==> src/rtl/sprite_blitter_if.sv <==
// Bus between the sprite blitter, its sprite RAM and the vga_adapter write port.
// The blitter takes the slave side; the game controller / bench takes the master side.
interface sprite_blitter_if #(
  parameter int XW  = 8,
  parameter int YW  = 7,
  parameter int SXW = 4,
  parameter int SYW = 3,
  parameter int CW  = 3
);
  logic           start;
  logic [XW-1:0]  base_x;
  logic [YW-1:0]  base_y;
  logic [SXW-1:0] spr_x;
  logic [SYW-1:0] spr_y;
  logic [CW-1:0]  spr_color;
  logic [XW-1:0]  vga_x;
  logic [YW-1:0]  vga_y;
  logic [CW-1:0]  vga_color;
  logic           vga_plot;
  logic           busy;
  logic           done;

  modport slave (
    input  start, base_x, base_y, spr_color,
    output spr_x, spr_y, vga_x, vga_y, vga_color, vga_plot, busy, done
  );

  modport master (
    output start, base_x, base_y, spr_color,
    input  spr_x, spr_y, vga_x, vga_y, vga_color, vga_plot, busy, done
  );
endinterface

==> src/rtl/sprite_blitter.sv <==
// Raster-sweeps a sprite RAM and writes each pixel to the frame buffer at a latched
// screen origin, dropping transparent pixels and pixels that fall off the screen.
module sprite_blitter #(
  parameter int             SCREEN_W          = 160,
  parameter int             SCREEN_H          = 120,
  parameter int             XW                = 8,
  parameter int             YW                = 7,
  parameter int             SPR_W             = 10,
  parameter int             SPR_H             = 6,
  parameter int             SXW               = 4,
  parameter int             SYW               = 3,
  parameter int             CW                = 3,
  parameter int             TRANSPARENT_EN    = 1,
  parameter logic [CW-1:0]  TRANSPARENT_COLOR = 3'b000
) (
  input logic              clk,
  input logic              reset,
  sprite_blitter_if.slave  bus
);

  localparam logic [1:0] IDLE  = 2'd0;
  localparam logic [1:0] SWEEP = 2'd1;
  localparam logic [1:0] DRAIN = 2'd2;

  logic [1:0]     state;
  logic           drain_cnt;
  logic           done_q;
  logic [XW-1:0]  base_x_q;
  logic [YW-1:0]  base_y_q;
  logic [SXW-1:0] spr_x_q;
  logic [SYW-1:0] spr_y_q;

  logic           s1_valid;
  logic [SXW-1:0] s1_x;
  logic [SYW-1:0] s1_y;

  logic [XW-1:0]  vga_x_q;
  logic [YW-1:0]  vga_y_q;
  logic [CW-1:0]  vga_color_q;
  logic           vga_plot_q;

  logic [XW:0]    x_sum;
  logic [YW:0]    y_sum;
  logic           transparent;
  logic           clipped;
  logic           plot_next;
  logic           last_col;
  logic           last_row;

  // One carry bit on each sum so sprites hanging off the right/bottom edge clip
  // instead of wrapping back onto the left/top of the screen.
  always_comb begin
    x_sum       = {1'b0, base_x_q} + {{(XW + 1 - SXW){1'b0}}, s1_x};
    y_sum       = {1'b0, base_y_q} + {{(YW + 1 - SYW){1'b0}}, s1_y};
    transparent = (TRANSPARENT_EN != 0) && (bus.spr_color == TRANSPARENT_COLOR);
    clipped     = (x_sum >= (XW + 1)'(SCREEN_W)) || (y_sum >= (YW + 1)'(SCREEN_H));
    plot_next   = s1_valid && !transparent && !clipped;
    last_col    = (spr_x_q == SXW'(SPR_W - 1));
    last_row    = (spr_y_q == SYW'(SPR_H - 1));
  end

  always_ff @(posedge clk) begin
    if (reset) begin
      state     <= IDLE;
      drain_cnt <= 1'b0;
      done_q    <= 1'b0;
      base_x_q  <= '0;
      base_y_q  <= '0;
      spr_x_q   <= '0;
      spr_y_q   <= '0;
    end else begin
      done_q <= 1'b0;
      case (state)
        IDLE: begin
          spr_x_q <= '0;
          spr_y_q <= '0;
          if (bus.start) begin
            base_x_q <= bus.base_x;
            base_y_q <= bus.base_y;
            state    <= SWEEP;
          end
        end
        SWEEP: begin
          if (last_col) begin
            spr_x_q <= '0;
            if (last_row) begin
              spr_y_q   <= '0;
              drain_cnt <= 1'b0;
              state     <= DRAIN;
            end else begin
              spr_y_q <= spr_y_q + SYW'(1);
            end
          end else begin
            spr_x_q <= spr_x_q + SXW'(1);
          end
        end
        DRAIN: begin
          // Two flush cycles cover the RAM read and the output register.
          if (drain_cnt) begin
            state  <= IDLE;
            done_q <= 1'b1;
          end else begin
            drain_cnt <= 1'b1;
          end
        end
        default: state <= IDLE;
      endcase
    end
  end

  // Stage 1 lines the address up with the RAM's registered data; stage 2 drives
  // the frame buffer, and coordinates/colour only move when a pixel is written.
  always_ff @(posedge clk) begin
    if (reset) begin
      s1_valid    <= 1'b0;
      s1_x        <= '0;
      s1_y        <= '0;
      vga_plot_q  <= 1'b0;
      vga_x_q     <= '0;
      vga_y_q     <= '0;
      vga_color_q <= '0;
    end else begin
      s1_valid   <= (state == SWEEP);
      s1_x       <= spr_x_q;
      s1_y       <= spr_y_q;
      vga_plot_q <= plot_next;
      if (plot_next) begin
        vga_x_q     <= x_sum[XW-1:0];
        vga_y_q     <= y_sum[YW-1:0];
        vga_color_q <= bus.spr_color;
      end
    end
  end

  assign bus.spr_x     = spr_x_q;
  assign bus.spr_y     = spr_y_q;
  assign bus.vga_x     = vga_x_q;
  assign bus.vga_y     = vga_y_q;
  assign bus.vga_color = vga_color_q;
  assign bus.vga_plot  = vga_plot_q;
  assign bus.busy      = (state != IDLE);
  assign bus.done      = done_q;

endmodule

==> src/flat_wrapper.sv <==
// flat-port wrapper written by rule: the top's interface ports become plain ports
module sprite_blitter_flat 
#(
  parameter int             SCREEN_W          = 160,
  parameter int             SCREEN_H          = 120,
  parameter int             XW                = 8,
  parameter int             YW                = 7,
  parameter int             SPR_W             = 10,
  parameter int             SPR_H             = 6,
  parameter int             SXW               = 4,
  parameter int             SYW               = 3,
  parameter int             CW                = 3,
  parameter int             TRANSPARENT_EN    = 1,
  parameter logic [CW-1:0]  TRANSPARENT_COLOR = 3'b000
)
  (clk, reset, bus_start, bus_base_x, bus_base_y, bus_spr_color, bus_spr_x, bus_spr_y, bus_vga_x, bus_vga_y, bus_vga_color, bus_vga_plot, bus_busy, bus_done);
  sprite_blitter_if #(.XW(XW), .YW(YW), .SXW(SXW), .SYW(SYW), .CW(CW)) bus_i ();
  input logic clk;
  input logic reset;
  input wire logic [$bits(bus_i.start)-1:0] bus_start;
  input wire logic [$bits(bus_i.base_x)-1:0] bus_base_x;
  input wire logic [$bits(bus_i.base_y)-1:0] bus_base_y;
  input wire logic [$bits(bus_i.spr_color)-1:0] bus_spr_color;
  output wire logic [$bits(bus_i.spr_x)-1:0] bus_spr_x;
  output wire logic [$bits(bus_i.spr_y)-1:0] bus_spr_y;
  output wire logic [$bits(bus_i.vga_x)-1:0] bus_vga_x;
  output wire logic [$bits(bus_i.vga_y)-1:0] bus_vga_y;
  output wire logic [$bits(bus_i.vga_color)-1:0] bus_vga_color;
  output wire logic [$bits(bus_i.vga_plot)-1:0] bus_vga_plot;
  output wire logic [$bits(bus_i.busy)-1:0] bus_busy;
  output wire logic [$bits(bus_i.done)-1:0] bus_done;
  assign bus_i.start = bus_start;
  assign bus_i.base_x = bus_base_x;
  assign bus_i.base_y = bus_base_y;
  assign bus_i.spr_color = bus_spr_color;
  assign bus_spr_x = bus_i.spr_x;
  assign bus_spr_y = bus_i.spr_y;
  assign bus_vga_x = bus_i.vga_x;
  assign bus_vga_y = bus_i.vga_y;
  assign bus_vga_color = bus_i.vga_color;
  assign bus_vga_plot = bus_i.vga_plot;
  assign bus_busy = bus_i.busy;
  assign bus_done = bus_i.done;
  sprite_blitter #(.SCREEN_W(SCREEN_W), .SCREEN_H(SCREEN_H), .XW(XW), .YW(YW), .SPR_W(SPR_W), .SPR_H(SPR_H), .SXW(SXW), .SYW(SYW), .CW(CW), .TRANSPARENT_EN(TRANSPARENT_EN), .TRANSPARENT_COLOR(TRANSPARENT_COLOR)) u_core (.clk(clk), .reset(reset), .bus(bus_i));
endmodule
==> config.mk <==
export PLATFORM = sky130hd
export DESIGN_NAME = sprite_blitter_flat
export DESIGN_NICKNAME = d
export VERILOG_FILES = /design/src/rtl/sprite_blitter_if.sv /design/src/rtl/sprite_blitter.sv /design/src/flat_wrapper.sv
export SDC_FILE = /design/constraint.sdc
export NUM_CORES = 1
export LEC_CHECK = 0
export CORE_ASPECT_RATIO = 1.75
export CORE_MARGIN = 8
export CORE_UTILIZATION = 50
export CTS_BUF_LIST = sky130_fd_sc_hd__clkbuf_2
export CTS_CLUSTER_SIZE = 16
export DETAILED_ROUTE_END_ITERATION = 8
export PLACE_DENSITY = 0.78
export SYNTH_ARGS = -nofsm -noshare
export SYNTH_HDL_FRONTEND = slang
export SYNTH_SLANG_ARGS = --single-unit
==> constraint.sdc <==
create_clock -name clk -period 3.5 [get_ports clk]
set_input_delay 0.35 -clock clk [delete_from_list [all_inputs] [get_ports clk]]
set_output_delay 0.35 -clock clk [all_outputs]
set_load 0.05 [all_outputs]
# Word-level counts from Yosys, hierarchy flattened
# Cells that the tools add are included.
# totals
ff_bits	53
in_bits	21
elab_cells	58
# classes
n_addsub	4
n_lt_le_gt_ge	2
eq_ne	8
muxes	14
bitwise	1
reduce_logical	15
# ops
op	count
$add A8 B4 Y9	1
$ge A9 B8 Y1 const B	1
$add A7 B3 Y8	1
$ge A8 B7 Y1 const B	1
$mux W2	4
$pmux W4 S2	1
$mux W3	2
$ne A2 B1 Y1 const B	3
$pmux W2 S3	1
$pmux W3 S2	1
$reduce_bool A2 Y1	3
$add A4 B1 Y4 const B	1
$eq A4 B4 Y1 const B	1
$mux W4	1
$reduce_and A2 Y1	2
$reduce_and A4 Y1	1
$add A3 B1 Y3 const B	1
$eq A3 B3 Y1 const B	1
$logic_not A3 Y1	1
$mux W1	3
$reduce_and A3 Y1	1
$eq A2 B1 Y1 const B	1
$eq A2 B2 Y1 const B	1
$logic_and A1 B1 Y1	2
other kinds (7)	8

# Depth between registers and ports, before layout
# depth
depth_word	5
ltp_mapped	10
mapped_depth_nobuf	9

# Least setup slack after synthesis
# No wires, ideal clock.
# synth_path
path_kind	register to register
from	register u_core.base_x_q[0]
to	register u_core.vga_y_q[0] (netlist: u_core.bus.vga_y[0])
setup_time_ns	0.128
arrival_ns	2.357
slack_ns	1.016
path_stages_with_launch	11
n_path_buf	1
period_less_slack_ns	2.484
cell_sequence	dfxtp_1 -> ha_1 -> inv_1 -> fa_1 -> nor2b_4 -> o31a_2 -> and4b_1 -> a211oi_4 -> buf_6 -> mux2i_1 -> nor2_1
# synth_via
elab_chain_len	5
# synth_rtl
item	line	source
from (decl)	sprite_blitter.sv:28	logic [XW-1:0] base_x_q;
from (signal assigned)	sprite_blitter.sv:78	base_x_q <= bus.base_x;
$add A8 B4 Y9	sprite_blitter.sv:53	x_sum = {1'b0, base_x_q} + {{(XW + 1 - SXW){1'b0}}, s1_x};
$ge A9 B8 Y1	sprite_blitter.sv:56	clipped = (x_sum >= (XW + 1)'(SCREEN_W)) || (y_sum >= (YW + 1)'(SCREEN_H));
$logic_or A1 B1 Y1	sprite_blitter.sv:56	
$logic_not A1 Y1	sprite_blitter.sv:57	plot_next = s1_valid && !transparent && !clipped;
$logic_and A1 B1 Y1	sprite_blitter.sv:57	
to (signal assigned)	sprite_blitter.sv:129	vga_y_q <= y_sum[YW-1:0];
to (decl)	sprite_blitter.sv:38	logic [YW-1:0] vga_y_q;
# No other way between the ends.
# A chain may end at the register's enable or synchronous reset.

# Worst setup path after layout
# Ends and elaborated chain as after synthesis.

==> results.py <==
metrics = {
    "worst_setup_path": {
        "worstSetupPathType": "flip-flop to flip-flop",
        "cp_num_cells": 10,
        "cp_data_arrival_time_ns": 3.04,
        "reg2reg_depth": 10,
        "rrSetupSlack_ns": 0.81,
        "setup.worst_path.start_class": "flip-flop",
        "critical-path-slowest-cell": "fa_1",
        "timing.critical_path.buf_inv": 2,
        "worst_ep_required_time_ns": 3.85,
        "crit_chain": "ha_1 -> inv_1 -> fa_1 -> nor2b_4 -> o31a_2 -> and4b_1 -> a211oi_4 -> buf_12 -> mux2i_1 -> nor2_1",
        "r2r-end": "u_core.bus.vga_y[0]",
        "cp_max_fo": 20,
        "rr_startpoint": "u_core.base_x_q[0]",
        "cpLargestDelayFamily": "adder cells",
        "cp_slowest_stage_delay_ns": 0.49,
        "critPathCaptureType": "flip-flop",
    },
    "sta": {
        "relSlewSlack": 0.6009,
        "fin_crit_sh": 0.7685,
        "final_hold_viol_count": 0,
        "rsz0062_at_grt": "no",
        "fin_worst_skew_ns": 0.04266,
        "tns_ns": 0,
        "finalSetupViolCount": 0,
        "tightestPinTransition_ns": 0.5987,
        "period_minus_slack_ns": 2.690,
        "max_freq_mhz": 371.8,
        "slew_viol_final": 0,
    },
    "power_and_ir_drop": {
        "finalPower_mw": 1.130,
        "pwr-share-seq": 0.576,
        "power.leakage_nw": 1.113,
        "irDropWorstVdd_uv": 321.5,
        "pwr-share-comb": 0.155,
        "p_per_area_nw_per_um2": 376.1,
        "p_int_mw": 0.8179,
        "p_sw_frac": 0.2759,
        "p_sw_mw": 0.3116,
        "clockPowerShare": 0.269,
    },
    "clocking": {
        "post_cts_buffers": 0,
        "cts_tree": "done",
        "ctsResizeCount": 0,
        "clock_path_buffers": 2,
        "ctsHtreeMaxLevel": 2,
        "clkLatencyLatePin_ns": 0.45,
        "path_clk_slew_ns": 0.29,
        "cts_inserted_buffers": 5,
        "clock-sinks": 53,
        "ctsHoldBuffers": 0,
        "cts-root-buf": "clkbuf_2",
    },
    "hold_path": {
        "min_from": "reset",
        "whs_path_depth": 2,
        "whs_endpoint": "u_core.bus.vga_y[3]",
        "hold_path_class": "input pin to flip-flop",
    },
    "synth": {
        "ys_ff_latch": 53,
        "synth_cell_types": 47,
        "synth_area_leaders": "dfxtp_1 44%, nand2_1 5.7%, mux2i_1 4.9%, ha_1 4.6%, a21oi_1 4.5%",
        "synthTopCellsByCount": "53 x dfxtp_1, 37 x nand2_1, 27 x nor2_1",
        "synth_nets": 300,
        "ys_warn_count": 0,
        "synth_area_um2": 2439,
        "synth_cells": 268,
        "yosysSeqAreaShare": 0.4351,
        "synthFlopType": "dfxtp_1",
        "synth_most_common_cell": "dfxtp_1",
        "syn_avg_cell_area_um2": 9.099,
        "synth_edf_count": 0,
        "synth.largest_area_cell": "dfxtp_1",
        "async_flop_share": 0,
        "synth_top_area_share": 0.4351,
    },
    "grt": {
        "globalRouteOverflowTotal": 0,
        "grt_pass1_vias": 1972,
        "grt_use_total": 0.1450,
        "grt.met1_usage": 0.1537,
        "grt_max_degree": 30,
        "grt_busiest_layer": "met2",
        "met2_usage": 0.2592,
        "antenna_found_initial": 0,
        "grt_pass1_wl_mm": 8.445,
        "use_met3": 0.02795,
    },
    "drt": {
        "wl_per_cell_um": 14.34,
        "first_iter_violations": 62,
        "dr.pass1.iters": 4,
        "ant_nets": 0,
        "drcViolationCount": 0,
        "vias_per_cell": 5.332,
        "drt_wl_total_mm": 5.219,
        "num_vias": 1941,
    },
    "cells_and_area": {
        "layout-drive-gt1-share": 0.09615,
        "multi_input_area_um2": 1280,
        "diodes": 0,
        "fin_util": 0.6380,
        "area_growth_pct": 23.14,
        "nFillCells": 427,
        "fin_nets": 344,
        "regArea_um2": 1061,
    },
    "floorplan": {
        "dieArea_um2": 7456,
        "core_um2": 4707,
        "ioPinCount": 49,
        "fp-row-count": 33,
        "start_util": 0.5181,
        "die_y_um": 108.4,
        "fp.dieW_um": 68.79,
    },
    "place": {
        "dpl.hpwl_mm": 3.942,
        "place.port_buffers": 48,
        "place_congestion": 0.8960,
    },
    "run": {
        "maxCapViolCount": 0,
    },
    "status": {
        "status": "completed",
    },
}
## per-stage QoR
stage               setup slack (ns)  hold slack, ns  std cells  instance area (um^2)
global placement              0.9087          0.4457        357                  2943
finish                        0.8103          0.2788        364                  3003
floorplan                      1.016          0.4339        268                  2439
detailed placement            0.8086          0.4551        357                  2943
CTS                           0.8148          0.2736        364                  3003
global route                  0.6694          0.2891        364                  3003
## cells in the final DEF (no fill, tap or decap), types with 2 or more instances in the layout
| cell | count |
|---|---|
| nor3_1 | 3 |
| ha_1 | 9 |
| nor2b_1 | 8 |
| inv_1 | 8 |
| nor3b_1 | 2 |
| a22oi_1 | 2 |
| nor2_1 | 27 |
| nor2_2 | 6 |
| dfxtp_1 | 53 |
| a31oi_1 | 2 |
| mux2i_1 | 12 |
| o21ai_0 | 3 |
| a21oi_1 | 22 |
| clkbuf_2 | 5 |
| a211oi_1 | 2 |
| xnor2_1 | 7 |
| fa_1 | 2 |
| a21oi_2 | 2 |
| or2_1 | 2 |
| o21ai_1 | 5 |
| nand2_1 | 37 |
| and2_1 | 3 |
| xor2_1 | 4 |
| nand2b_1 | 4 |
| nand3_1 | 5 |
| clkdlybuf4s50_1 | 47 |
| a211oi_2 | 6 |
## worst max path at each step
| stage | start | slack [ns] | end |
|---|---|---|---|
| 2_1_floorplan | u_core.base_x_q[0] | 1.02 | u_core.bus.vga_y[0] |
| 3_3_place_gp | u_core.base_x_q[0] | 0.91 | u_core.bus.vga_color[1] |
| 3_5_place_dp | u_core.base_x_q[0] | 0.81 | u_core.bus.vga_color[0] |
| 4_1_cts | u_core.base_x_q[0] | 0.81 | u_core.bus.vga_y[0] |
| 5_1_grt | u_core.base_x_q[0] | 0.67 | u_core.bus.vga_color[2] |
| 6_report | u_core.base_x_q[0] | 0.81 | u_core.bus.vga_y[0] |
## cells by family (layout without fill, tap and decap cells)
logic type	after synthesis	after routing	share of synthesized area
AND/OR/NAND/NOR	104	104	0.2083
AO/OA/AOI/OAI	55	55	0.1652
flip-flops	53	53	0.4351
buffers and inverters	22	66	0.04002
multiplexers	12	12	0.04926
adder cells (fa/ha/maj)	11	11	0.06260
XOR/XNOR	11	11	0.03951
## area by class of cell
cell class,instances,area share
clock inverters,2,0.01167
repair buffers,50,0.1675
multi-input cells,193,0.4263
well taps,52,0.02167
flip-flops and latches,53,0.3533
clock buffers,5,0.008333
inverters,9,0.01125
## metal layers
metal | share of wire | vias to the layer above
li1 | - | 998
met5 | 0 | -
met4 | 0.026 | 0
met2 | 0.53 | 40
met3 | 0.047 | 11
met1 | 0.40 | 892
## flip-flops by register name, summed over array words and instances (netlist names)
signal,count
u_core.base_x_q,8
u_core.bus.vga_x,8
u_core.base_y_q,7
u_core.bus.vga_y,7
u_core.bus.spr_x,4
u_core.s1_x,4
u_core.bus.spr_y,3
u_core.bus.vga_color,3
u_core.s1_y,3
u_core.state,2
u_core.bus.done,1
u_core.bus.vga_plot,1
u_core.drain_cnt,1
u_core.s1_valid,1
## power groups by stage
stage / sequential (mW) / clock (mW) / combinational [mW]
2_1_floorplan: 0.688 / 0 / 0.0864
3_3_place_gp: 0.661 / 0 / 0.173
3_5_place_dp: 0.662 / 0 / 0.176
4_1_cts: 0.651 / 0.308 / 0.177
5_1_grt: 0.655 / 0.327 / 0.189
6_report: 0.651 / 0.304 / 0.175
Power figures use the tool's default switching activity.
